File: src/rtl/imem_port_arbiter.sv
// imem_port_arbiter
// Shares the byte-wide, single-port instruction memory between the fetch unit
// (32-bit little-endian reads, issued as four byte reads) and the boot loader
// (single byte writes). Round-robin arbitration happens only while idle.
// Build macro IMEM_MISALIGN_TRAP_EN: when defined, a fetch whose address is not
// word aligned touches no memory and returns f_err one cycle after acceptance.

module imem_port_arbiter #(
    parameter int ADDR_W     = 20,
    parameter bit LOADER_1ST = 1'b1
) (
    input  logic              clk,
    input  logic              rst,
    input  logic              f_req,
    input  logic [31:0]       f_addr,
    output logic              f_ready,
    output logic              f_rvalid,
    output logic [31:0]       f_rdata,
    output logic              f_err,
    input  logic              l_req,
    input  logic [ADDR_W-1:0] l_addr,
    input  logic [7:0]        l_wdata,
    output logic              l_ack,
    output logic              mem_en,
    output logic              mem_we,
    output logic [ADDR_W-1:0] mem_addr,
    output logic [7:0]        mem_wdata,
    input  logic [7:0]        mem_rdata
);

    typedef enum logic [1:0] {
        IDLE  = 2'd0,
        READ  = 2'd1,
        WRITE = 2'd2
    } state_t;

    state_t            state_reg, state_next;
    logic              ptr_reg, ptr_next;       // 1 = loader wins next contention
    logic [1:0]        cnt_reg, cnt_next;       // byte index strobed this cycle
    logic              mem_en_reg, mem_en_next;
    logic              mem_we_reg, mem_we_next;
    logic [ADDR_W-1:0] mem_addr_reg, mem_addr_next;
    logic [7:0]        mem_wdata_reg, mem_wdata_next;
    logic              rd_pend_reg;             // mem_rdata carries a fetch byte now
    logic [1:0]        rd_idx_reg;              // which byte of the word it is
    logic              f_rvalid_reg;
    logic [31:0]       f_rdata_reg;
    logic [23:0]       lane_bytes;              // bytes 0..2 of the word in flight
    logic              idle;
    logic              trap_hit;
    logic              unused_addr_bits;

    assign idle    = (state_reg == IDLE);
    assign f_ready = idle & f_req & (~l_req | ~ptr_reg);
    assign l_ack   = idle & l_req & (~f_req | ptr_reg);

    // Upper fetch address bits lie outside the memory and are ignored.
    assign unused_addr_bits = ^f_addr[31:ADDR_W];

`ifdef IMEM_MISALIGN_TRAP_EN
    assign trap_hit = f_ready & (f_addr[1:0] != 2'b00);
`else
    assign trap_hit = 1'b0;
`endif

    assign mem_en    = mem_en_reg;
    assign mem_we    = mem_we_reg;
    assign mem_addr  = mem_addr_reg;
    assign mem_wdata = mem_wdata_reg;
    assign f_rvalid  = f_rvalid_reg;
    assign f_rdata   = f_rdata_reg;

    // State, round-robin pointer and byte counter registers
    always_ff @(posedge clk) begin
        if (!rst) begin
            state_reg <= IDLE;
            ptr_reg   <= LOADER_1ST;
            cnt_reg   <= 2'd0;
        end else begin
            state_reg <= state_next;
            ptr_reg   <= ptr_next;
            cnt_reg   <= cnt_next;
        end
    end

    // Next-state logic: grant in IDLE, walk four bytes in READ, one cycle in WRITE
    always_comb begin
        state_next = state_reg;
        ptr_next   = ptr_reg;
        cnt_next   = cnt_reg;
        case (state_reg)
            IDLE: begin
                if (l_ack) begin
                    state_next = WRITE;
                end else if (f_ready && !trap_hit) begin
                    state_next = READ;
                    cnt_next   = 2'd0;
                end
                // Under contention somebody is always granted; hand priority over.
                if (f_req && l_req) begin
                    ptr_next = ~ptr_reg;
                end
            end
            READ: begin
                if (cnt_reg == 2'd3) begin
                    state_next = IDLE;
                end else begin
                    cnt_next = cnt_reg + 2'd1;
                end
            end
            WRITE: begin
                state_next = IDLE;
            end
            default: begin
                state_next = IDLE;
            end
        endcase
    end

    // Output logic: next values of the registered memory strobes
    always_comb begin
        mem_en_next    = 1'b0;
        mem_we_next    = 1'b0;
        mem_addr_next  = mem_addr_reg;
        mem_wdata_next = mem_wdata_reg;
        case (state_reg)
            IDLE: begin
                if (l_ack) begin
                    mem_en_next    = 1'b1;
                    mem_we_next    = 1'b1;
                    mem_addr_next  = l_addr;
                    mem_wdata_next = l_wdata;
                end else if (f_ready && !trap_hit) begin
                    mem_en_next   = 1'b1;
                    mem_addr_next = f_addr[ADDR_W-1:0];
                end
            end
            READ: begin
                // Address simply wraps at the top of memory.
                if (cnt_reg != 2'd3) begin
                    mem_en_next   = 1'b1;
                    mem_addr_next = mem_addr_reg + ADDR_W'(1);
                end
            end
            default: begin
                mem_en_next = 1'b0;
            end
        endcase
    end

    // Memory strobe output registers
    always_ff @(posedge clk) begin
        if (!rst) begin
            mem_en_reg    <= 1'b0;
            mem_we_reg    <= 1'b0;
            mem_addr_reg  <= '0;
            mem_wdata_reg <= 8'h00;
        end else begin
            mem_en_reg    <= mem_en_next;
            mem_we_reg    <= mem_we_next;
            mem_addr_reg  <= mem_addr_next;
            mem_wdata_reg <= mem_wdata_next;
        end
    end

    // Track which byte the memory returns, one cycle behind its read strobe
    always_ff @(posedge clk) begin
        if (!rst) begin
            rd_pend_reg <= 1'b0;
            rd_idx_reg  <= 2'd0;
        end else begin
            rd_pend_reg <= mem_en_reg & ~mem_we_reg;
            rd_idx_reg  <= cnt_reg;
        end
    end

    generate
        for (genvar gi = 0; gi < 3; gi++) begin : g_lane
            logic [7:0] lane_reg;
            // Capture byte gi of the word being fetched
            always_ff @(posedge clk) begin
                if (!rst) begin
                    lane_reg <= 8'h00;
                end else if (rd_pend_reg && (rd_idx_reg == 2'(gi))) begin
                    lane_reg <= mem_rdata;
                end
            end
            assign lane_bytes[gi*8 +: 8] = lane_reg;
        end
    endgenerate

`ifdef IMEM_MISALIGN_TRAP_EN
    logic trap_reg;
    logic f_err_reg;

    // Remember a trapped fetch so its error response goes out one cycle later
    always_ff @(posedge clk) begin
        if (!rst) begin
            trap_reg <= 1'b0;
        end else begin
            trap_reg <= trap_hit;
        end
    end

    assign f_err = f_err_reg;
`else
    assign f_err = 1'b0;
`endif

    // Assemble the word when byte 3 arrives and emit a one-cycle response
    always_ff @(posedge clk) begin
        if (!rst) begin
            f_rvalid_reg <= 1'b0;
            f_rdata_reg  <= 32'h0;
`ifdef IMEM_MISALIGN_TRAP_EN
            f_err_reg    <= 1'b0;
`endif
        end else begin
            f_rvalid_reg <= 1'b0;
`ifdef IMEM_MISALIGN_TRAP_EN
            f_err_reg    <= 1'b0;
`endif
            if (rd_pend_reg && (rd_idx_reg == 2'd3)) begin
                f_rvalid_reg <= 1'b1;
                f_rdata_reg  <= {mem_rdata, lane_bytes};
            end
`ifdef IMEM_MISALIGN_TRAP_EN
            if (trap_reg) begin
                f_rvalid_reg <= 1'b1;
                f_err_reg    <= 1'b1;
                f_rdata_reg  <= 32'h0;
            end
`endif
        end
    end

endmodule

File: config.mk
export PLATFORM = sky130hd
export DESIGN_NAME = imem_port_arbiter
export DESIGN_NICKNAME = d
export VERILOG_FILES = /design/src/rtl/imem_port_arbiter.sv
export SDC_FILE = /design/constraint.sdc
export NUM_CORES = 1
export LEC_CHECK = 0
export BUFFER_PORTS_ARGS = -buffer_cell sky130_fd_sc_hd__clkbuf_2
export CORE_MARGIN = 2
export CORE_UTILIZATION = 45
export CTS_CLUSTER_DIAMETER = 30
export DETAILED_ROUTE_END_ITERATION = 12
export PLACE_DENSITY = 0.81
export RECOVER_POWER = 25
export SLEW_MARGIN = 5
export SYNTH_ARGS = -nofsm -noshare
export SYNTH_HDL_FRONTEND = slang
export SYNTH_SLANG_ARGS = --single-unit
File: constraint.sdc
create_clock -name clk -period 1.8 [get_ports clk]
set_input_delay 0.09 -clock clk [delete_from_list [all_inputs] [get_ports clk]]
set_output_delay 0.09 -clock clk [all_outputs]
set_load 0.05 [all_outputs]
After elaboration in Yosys (flattened, before gate mapping)
Cells that the tools add are included.
{ "totals": {"wordCells": 71, "regBits": 95, "out_inout_bits": 66, "inputBits": 72} }
{ "classes": {"n_eq_ne": 12, "reduce_logical": 14, "n_bitwise": 11, "addsub": 2, "mux": 18} }
{ "ops": {"columns": ["operator", "count"], "rows": [
  ["two-way mux 20 bit", 3],
  ["one-hot mux 20 bit (2 select lines)", 1],
  ["adder 20 x 1 -> 20 bit, second input constant", 1],
  ["two-way mux 2 bit", 6],
  ["inequality test 2 bit, second input constant", 6],
  ["one-hot mux 2 bit (2 select lines)", 2],
  ["AND reduction 2 bit", 4],
  ["equality test 2 bit, second input constant", 3],
  ["AND 1 bit", 5],
  ["logical AND 1 bit", 5],
  ["two-way mux 1 bit", 5],
  ["equality test 2 x 1 -> 1 bit, second input constant", 2],
  ["zero test 2 bit", 2],
  ["NOT 1 bit", 4],
  ["AND reduction 4 bit", 1],
  ["inequality test 3 bit, second input constant", 1],
  ["AND reduction 3 bit", 1],
  ["adder 2 x 1 -> 2 bit, second input constant", 1],
  ["bitwise OR 1 bit", 2],
  ["one-hot mux 1 bit (2 select lines)", 1],
  ["nonzero test 2 bit", 1]
]} }

Logic depth before layout (Yosys ltp)
{ "logic_depth": {"word_depth": 6, "mapped_depth": 7, "depth_no_buf": 6} }

Worst setup path after synthesis
Ideal clock, no wire load.
{ "synth_path": {"path_kind": "register -> register", "startpoint": "register mem_addr_reg[3] (netlist: mem_addr[3])", "endpoint": "register mem_addr_reg[17] (netlist: mem_addr[17])", "setup_time_ns": 0.103, "synth_period_minus_slack_ns": 1.985, "setup_slack_ns": -0.185, "t_arrival_ns": 1.881, "path_stages_with_launch": 7, "path_cell_list": "dfxtp_1 > buf_4 > nand4_4 > or3_4 > o21ai_0 > a21oi_1 > a2111oi_2"} }
{ "synth_via": {"elab_chain_len": 3} }
{ "synth_rtl": {"columns": ["element", "line_no", "source"], "rows": [
  ["start: declaration", "42", "logic [ADDR_W-1:0] mem_addr_reg, mem_addr_next;"],
  ["start signal: assignment", "161", "mem_addr_reg <= mem_addr_next;"],
  ["adder 20 x 1 -> 20 bit", "142", "mem_addr_next = mem_addr_reg + ADDR_W'(1);"],
  ["two-way mux 20 bit", "140", "if (cnt_reg != 2'd3) begin"],
  ["one-hot mux 20 bit (2 select lines)", "126", "case (state_reg)"]
]} }
No other way between the ends. The select of a mux whose other input is x is not followed.
A chain may end at the register's enable or synchronous reset.

Final worst setup path
{ "layout_path": {"startpoint": "register mem_addr_reg[8] (netlist: mem_addr[8])", "endpoint": "register mem_addr_reg[11] (netlist: mem_addr[11])"} }
The elaborated chain is that of the path after synthesis.

==> impl_metrics.yaml <==
floorplanning:
  start_util_pct: 45.52
  core-area_um2: 9109
  rows: 35
  dieWidth_um: 99.99
  dieArea_um2: 9998
  io_pins: 138
  fp.dieH_um: 99.99
cells_and_area:
  diodes: 0
  fillers: 817
  multiInputGateArea_um2: 2116
  area_growth_pct: 29.39
  layout.area.seq_um2: 1921
  largest_register_ffs: 32
  final_area_um2: 5365
  drive_gt1_share_pct: 25.32
  layout.nets: 701
  utilization_pct: 58.90
worst_setup_path:
  reg2reg_slack_ps: 70
  setup.worst_path.class: "flip-flop to flip-flop"
  cp_cell_sequence: "nand4_1 -> or3_4 -> or3_1 -> a21oi_1 -> o21a_1"
  end_kind: "flip-flop"
  cp-start-kind: "flip-flop"
  cpPeakStageDelay_ps: 430
  required_ps: 2110
  path_delay_family: "simple AND/OR/NAND/NOR gates"
  crit_arrival_ps: 2040
  worst-path-buf-inv: 0
  cp_max_fo: 6
  cp_slowest_cell: "or3_4"
detailed_routing:
  vias_per_cell: 5.401
  drt-wirelength-per-cell_um: 15.30
  firstDrtPassIters: 4
  routed_wl_um: 11370
  drtIter0Drc: 142
  drc: 0
  via_count: 4013
  ant_nets: 0
synthesis:
  synth_commonest_cells: "nand2_1 (113), dfxtp_1 (95), a21oi_1 (41)"
  syn_nets: 559
  synthArstFlopShare_pct: 0
  syn_avg_cell_area_um2: 8.549
  ys_seq_area_share_pct: 45.87
  synthesis.area_um2: 4146
  synth_edf_count: 0
  synthCells: 485
  yosys_register_bits: 95
  synth_top_flop_cell: "dfxtp_1"
  synth_top_cell_area_share_pct: 45.87
  netlist_top_cells_area: "dfxtp_1 (46%), nand2_1 (10%), mux2i_1 (8.2%)"
  yosys.area.top_type: "dfxtp_1"
  yosysMostFrequentCell: "nand2_1"
  netlist-cell-type-count: 49
  yosysWarningCount: 0
job:
  drv.max_cap_violation_count: 0
power:
  p_seq_share_pct: 46.2
  swShare_pct: 30.24
  pwr-share-comb_pct: 19.8
  power_per_cell_area_nw_per_um2: 932.5
  power.switching_mw: 1.513
  clkPwrFrac_pct: 34.0
  p_leak_nw: 2.255
  ir_drop_uv: 471.1
  intPower_mw: 3.490
global_route:
  antenna_found_initial: 0
  grt_max_degree: 43
  grt_pass1_wl_um: 18200
  grt.total_usage_pct: 22.77
  grt_pass1_vias: 4020
  grt.overflow.total: 0
timing:
  period_needed_ps: 1733
  post-route-period-util_pct: 96.26
  fmax_mhz: 577.1
  hold_viol: 0
  hold_slack_ps: 14.62
  worst_pin_slew_ps: 613.6
  maxSlewViolCount: 0
  finalSetupViolCount: 0
  fin_skew_ps: 9.974
  setup-tns-final_ps: 0
  relSlewSlack_pct: 59.27
run_status:
  status: "complete, no violations"
clocking:
  clock_latency_ps: 360
  clock_path_buffers: 2
  cts.clk_slew.worst_paths_ps: 90
  numCtsBuffers: 9
  cts.sinks: 95
  htree_levels: 3
  cts_tree: "yes"
  root_buffer: "clkbuf_8"
place:
  hpwl_um: 8113
  gp_congestion: 0.9091
  placed_area_um2: 4992
  numPortBuffers: 124
hold_path:
  min_path_type: "input pin to flip-flop"
## what timing repair did
action / in CTS / in global routing
hold buffers: 13 / 0
hold endpoints to repair: 11 / 0
pin swaps: 0 / 1
endpoints found under the setup margin: 1 / 8
resized for setup: 3 / 8
buffers inserted: 0 / 0
## area by class of cell
class                   count  area share (%)
clock inverters             6           2.169
clock buffers              10           2.379
repair buffers            163           17.37
well taps                 111           2.589
inverters                   3          0.2565
flip-flops and latches     95           35.80
multi-input cells         355           39.44
## worst paths after layout
path                      from            to  depth (start not counted)
setup / recovery   mem_addr[8]  mem_addr[11]                          5
hold / removal    mem_rdata[1]   f_rdata[25]                          3
hold reg to reg         mem_we   rd_pend_reg                          1
setup reg to reg   mem_addr[8]  mem_addr[11]                          5
## placed cells by master (no fill, tap or decap), types with 10 or more instances in the layout
cell           netlist  layout
mux2i_1             34      34
nor2b_1             27      27
nor2_1              11      10
dfxtp_1             95      82
o21ai_0             15      15
buf_4                4      24
dlygate4sd3_1        0      13
dfxtp_2              0      12
nand2_1            113     113
a21boi_0            18      18
clkbuf_1            20      34
clkbuf_2             0      90
nand3_1             11      10
a21oi_1             41      41
## cell families after synthesis
family	synth area share, %
flip-flops	45.87
AND/OR/NAND/NOR	24.14
AO/OA/AOI/OAI	16.23
multiplexers	8.751
other	0.09044
adder cells (fa/ha/maj)	0.6034
buffers and inverters	3.892
XOR/XNOR	0.4225
## stage by stage
| stage | total power [mW] | setup slack, ps | std cells |
|---|---|---|---|
| CTS | 5.021 | 11.06 | 743 |
| finish | 5.003 | 67.29 | 743 |
| global route | 5.191 | -19.77 | 743 |
| floorplan | 2.978 | 5.942 | 485 |
| global placement | 3.287 | 123.2 | 714 |
| detailed placement | 3.308 | 54.89 | 714 |
## routing by layer
metal	routed length (um)	up-vias	GRT usage (%)
met5	0	-	0
li1	-	1948	-
met3	818	32	5.432
met1	4744	1854	26.34
met2	5409	179	39.45
met4	393	0	11.28
## worst register-to-register path: cells and delay by family, from the launching register on
kind,cells,cell delay (ps)
simple gates,3,990
compound gates,2,290
flops,1,400
## power by group through the flow
stage               Sequential (mW)  Combinational [mW]  Clock, mW
floorplan                      2.59               0.393          0
global placement               2.35               0.938          0
detailed placement             2.35               0.955          0
CTS                            2.31               0.986       1.73
global route                   2.33                1.06       1.81
finish                         2.31               0.992       1.70
Power figures use the tool's default switching activity.
